--- src/rtl/seq_detect_param.sv ---
// seq_detect_param: parametrised serial bit-pattern detector.
// Tracks the last PAT_LEN-1 bits (hist) and how many bits have been consumed
// since reset or since the last non-overlapping match (fill). A match is
// {hist, in} == PATTERN with a full history window. Matches drive out (Mealy
// or Moore timing) and a saturating match counter.
module seq_detect_param #(
  parameter int                   PAT_LEN = 4,
  parameter logic [PAT_LEN-1:0]   PATTERN = 4'b1001,
  parameter int                   OVERLAP = 1,
  parameter int                   MOORE   = 0,
  parameter int                   CNT_W   = 8
) (
  input  logic             clk,
  input  logic             rst,
  input  logic             en,
  input  logic             in,
  output logic             out,
  output logic [CNT_W-1:0] match_cnt,
  output logic             cnt_sat
);

  // fill only has to reach PAT_LEN-1, so clog2(PAT_LEN) bits are enough
  localparam int             FW       = (PAT_LEN > 2) ? $clog2(PAT_LEN) : 1;
  localparam logic [FW-1:0]  FILL_MAX = FW'(PAT_LEN - 1);

  // Catch illegal configurations at elaboration time
  if (PAT_LEN < 2 || PAT_LEN > 32) begin : g_bad_len
    $error("seq_detect_param: PAT_LEN must be in 2..32");
  end
  if (CNT_W < 1) begin : g_bad_cnt
    $error("seq_detect_param: CNT_W must be at least 1");
  end

  logic [PAT_LEN-2:0] hist;
  logic [FW-1:0]      fill;
  logic [PAT_LEN-1:0] cand;
  logic               hit;

  // Candidate word and match qualifier. fill masks stale history after reset
  // and after a non-overlapping match.
  always_comb begin
    cand = {hist, in};
    hit  = en && (cand == PATTERN) && (fill == FILL_MAX);
  end

  // History shift and fill tracking; both hold while en is low
  always_ff @(posedge clk) begin
    if (rst) begin
      hist <= '0;
      fill <= '0;
    end else if (en) begin
      hist <= cand[PAT_LEN-2:0];
      if (hit && (OVERLAP == 0))
        fill <= '0;
      else if (fill != FILL_MAX)
        fill <= fill + FW'(1);
    end
  end

  // Saturating match counter; rst wins over a same-edge hit
  always_ff @(posedge clk) begin
    if (rst)
      match_cnt <= '0;
    else if (hit && !cnt_sat)
      match_cnt <= match_cnt + CNT_W'(1);
  end

  // Saturation flag is purely a decode of the counter register
  always_comb cnt_sat = &match_cnt;

  if (MOORE != 0) begin : g_moore
    logic out_q;
    // Registered output: one-cycle pulse following each sampling edge with a hit
    always_ff @(posedge clk) begin
      if (rst) out_q <= 1'b0;
      else     out_q <= hit;
    end
    assign out = out_q;
  end else begin : g_mealy
    // Combinational output: high while the final pattern bit is presented
    assign out = hit;
  end

endmodule

--- config.mk ---
export PLATFORM = sky130hd
export DESIGN_NAME = seq_detect_param
export DESIGN_NICKNAME = d
export VERILOG_FILES = /design/src/rtl/seq_detect_param.sv
export SDC_FILE = /design/constraint.sdc
export NUM_CORES = 1
export LEC_CHECK = 0
export ABC_AREA = 0
export BUFFER_PORTS_ARGS = -buffer_cell sky130_fd_sc_hd__clkbuf_2
export CAP_MARGIN = 20
export CORE_AREA = 3 3 40 42
export CTS_CLUSTER_DIAMETER = 100
export DETAILED_ROUTE_END_ITERATION = 7
export DIE_AREA = 0 0 43 45
export GPL_ROUTABILITY_DRIVEN = 0
export GPL_TIMING_DRIVEN = 0
export PLACE_DENSITY = 0.8
export RECOVER_POWER = 50
export SLEW_MARGIN = 0
export SYNTH_ARGS = -nofsm -noshare
export SYNTH_HDL_FRONTEND = slang
export SYNTH_SLANG_ARGS = --single-unit
--- constraint.sdc ---
create_clock -name clk -period 2.2 [get_ports clk]
set_clock_uncertainty 0.05 [all_clocks]
set_input_delay 0.44 -clock clk [delete_from_list [all_inputs] [get_ports clk]]
set_output_delay 0.44 -clock clk [all_outputs]
set_load 0.01 [all_outputs]
==> results by group <==
GRT
  – Global-route wire length before repair: 2260 um
  – Initial antenna violation count: 0
  – Vias in the first global route: 550
  – GR Overflow Total: 0
  – Total GRT Usage: 0.163
  – Largest net degree at the start of global routing: 11

Drt
  – Antenna-violating nets left: 0
  – Drt drc: 0
  – Initial DRT Pass Iterations: 4
  – Vias: 574
  – Drt via density: 5.68
  – Routed WL: 1360 um
  – 1st-iter DRT viols: 7
  – Routed length per instance: 13.4 um

Finish
  – # diodes: 0
  – Multi-input gate area: 338 um2
  – Fillers: 116
  – Synthesis-to-layout area growth: 19.1%
  – Layout cells sized above 1: 0.233
  – Post-layout nets: 93
  – Storage element area: 260 um2

Synth
  – Post-synthesis sequential area ratio: 0.414
  – Synthesized Nets: 75
  – Mapped Cells: 69
  – Post-Syn Area per Cell: 9.10 um2
  – Yosys warning count: 0
  – Syn Std Cell Area: 628 um2
  – Synth cell types: 28
  – Count of state elements after synthesis: 13

Clocking
  – TritonCTS buffer count: 3
  – Clock buffer depth: 2
  – CTS root buf: clkbuf_4
  – CTS tree: done
  – Clock Latency Late Sink: 0.28 ns
  – Clock sink count: 13
  – Clk slew on worst S/H paths: 0.07 ns
  – CTS H-tree lvls: 1

Floorplan
  – # rows: 13
  – Die ar.: 1940 um2
  – Ports: 14
  – Core area: 1280 um2
  – Chip height: 45 um
  – Die Width: 43 um
  – Starting Density: 0.489

Timing
  – Post-route clock period utilization: 0.945
  – Hold Slack: 0.375 ns
  – Final setup vio count: 0
  – Max_slew headroom: 0.721
  – Maximum clock rate: 0.481 GHz
  – RSZ-0062 raised after global routing: false
  – Setup TNS: 0 ns
  – Final Hold Viols: 0
  – Fin. max-slew vios: 0
  – Tmin final: 2.08 ns
  – Worst-Margin Slew: 0.415 ns

Worst setup path
  – CP max stage cell: dfxtp_1
  – CP startpoint kind: register
  – Worst EP required: 1.71 ns
  – Crit path arrival time: 1.59 ns
  – Cell family with most CP delay: buffers and inverters
  – Crit-path max cell delay: 0.36 ns
  – WP buf/inv: 3
  – Critical Path End Type: output port
  – Worst setup path class: register to output port
  – Max FO, Critical Path: 10
  – Cell Chain, Critical Path: ha_2, nand4b_4, or2_0, buf_2, inv_1, clkbuf_2

Min path
  – Worst hold path class: input port to register

Power and ir drop
  – Total power draw: 0.426 mW
  – Leakage: 0.346 nW
  – PwrDens: 569 nW/um2
  – Max VDD drop: 0.353 mV

Placed design
  – HPWL Detailed: 967 um
  – Port-buffer cells: 12

Status
  – Status: finished, final reports clean

Job
  – MaxCap Viol Count: 0
-- logic make-up after synthesis --
logic type               after synthesis  synth area share
AND/OR/NAND/NOR                       28             0.275
AO/OA/AOI/OAI                         13             0.131
flip-flops                            13             0.414
buffers and inverters                  8            0.0617
multiplexers                           4            0.0637
adder cells (fa/ha/maj)                2            0.0398
XOR/XNOR                               1            0.0139
-- final timing paths --
check / startpoint / end / slack [ns] / cells after the start
min: rst / match_cnt[7] / 0.38 / 2
min reg2reg: match_cnt[7] / match_cnt[7] / 0.47 / 2
max reg2reg: match_cnt[0] / match_cnt[3] / 0.40 / 6
max: fill[0] / out / 0.12 / 6
-- routing by layer --
metal	vias to the layer above	global-route usage	share of wire
met5	-	0	0
met4	0	0.139	0.038
met3	8	0.0478	0.060
met2	25	0.272	0.51
met1	260	0.167	0.39
li1	281	-	-
-- stage by stage --
stage                     instance area (um2)  cells   util  setup slack (ns)
after detailed placement                  707     96  0.550             0.233
after global placement                    707     96  0.550             0.267
after global routing                      748    101  0.582          0.000178
after CTS                                 739    100  0.575            0.0177
final                                     748    101  0.582             0.121
after floorplan                           628     69      -             0.511
-- registers in the layout, summed over array words and instances (netlist names) --
signal / flops
match_cnt: 8
hist: 3
fill: 2
-- where the power goes --
| group | switching (mW) | internal, mW | total (mW) |
|---|---|---|---|
| logic | 0.0145 | 0.0150 | 0.0295 |
| clock network | 0.0801 | 0.0704 | 0.151 |
| registers | 0.00454 | 0.241 | 0.246 |
-- cell usage after synthesis --
library cell,n,area [um2]
or4_1,1,7.51
nand2_1,1,3.75
nand3_1,3,15.0
ha_1,2,25.0
and3_1,1,6.26
o211a_1,1,10.0
clkbuf_1,1,3.75
o31ai_1,3,22.5
or3_1,3,18.8
nand2b_1,1,6.26
buf_2,1,5.00
nor2b_1,1,6.26
nand4_1,1,6.26
nor3_2,1,10.0
nand4b_4,1,23.8
buf_6,1,11.3
nor2_1,8,30.0
o21ai_0,2,10.0
a21oi_1,6,30.0
a41o_1,1,10.0
nor3_1,1,5.00
nand3b_1,2,15.0
xnor2_1,1,8.76
dfxtp_1,13,260
or2_0,1,6.26
mux2i_1,4,40.0
nor4_1,2,12.5
inv_1,5,18.8
-- cell usage in the layout (no fill, tap or decap), types with 2 or more instances in the layout --
cell / Yosys / final
o31ai_1: 3 / 3
clkbuf_2: 0 / 11
nand3_1: 3 / 3
clkbuf_1: 1 / 3
inv_1: 5 / 5
clkbuf_4: 0 / 3
or3_1: 3 / 3
mux2i_1: 4 / 4
nand3b_1: 2 / 2
a21oi_1: 6 / 6
dfxtp_1: 13 / 13
nor4_1: 2 / 2
nor2_1: 8 / 8
o21ai_0: 2 / 2
-- repair_timing --
action	in CTS	in global routing
hold endpoints to repair	0	0
resized for setup	1	1
endpoints found under the setup margin	1	2
setup buffers	0	1
pin swaps	0	1
hold buffers	0	0
-- layout make-up --
class / instances / share of cell area
multi-input combinational: 48 / 0.452
sequential: 13 / 0.348
timing repair buffer: 13 / 0.0886
clock buffer: 4 / 0.0351
buffer: 3 / 0.0268
inverter: 5 / 0.0251
tap: 15 / 0.0251
Note: power is estimated with default switching activity, not from simulation.
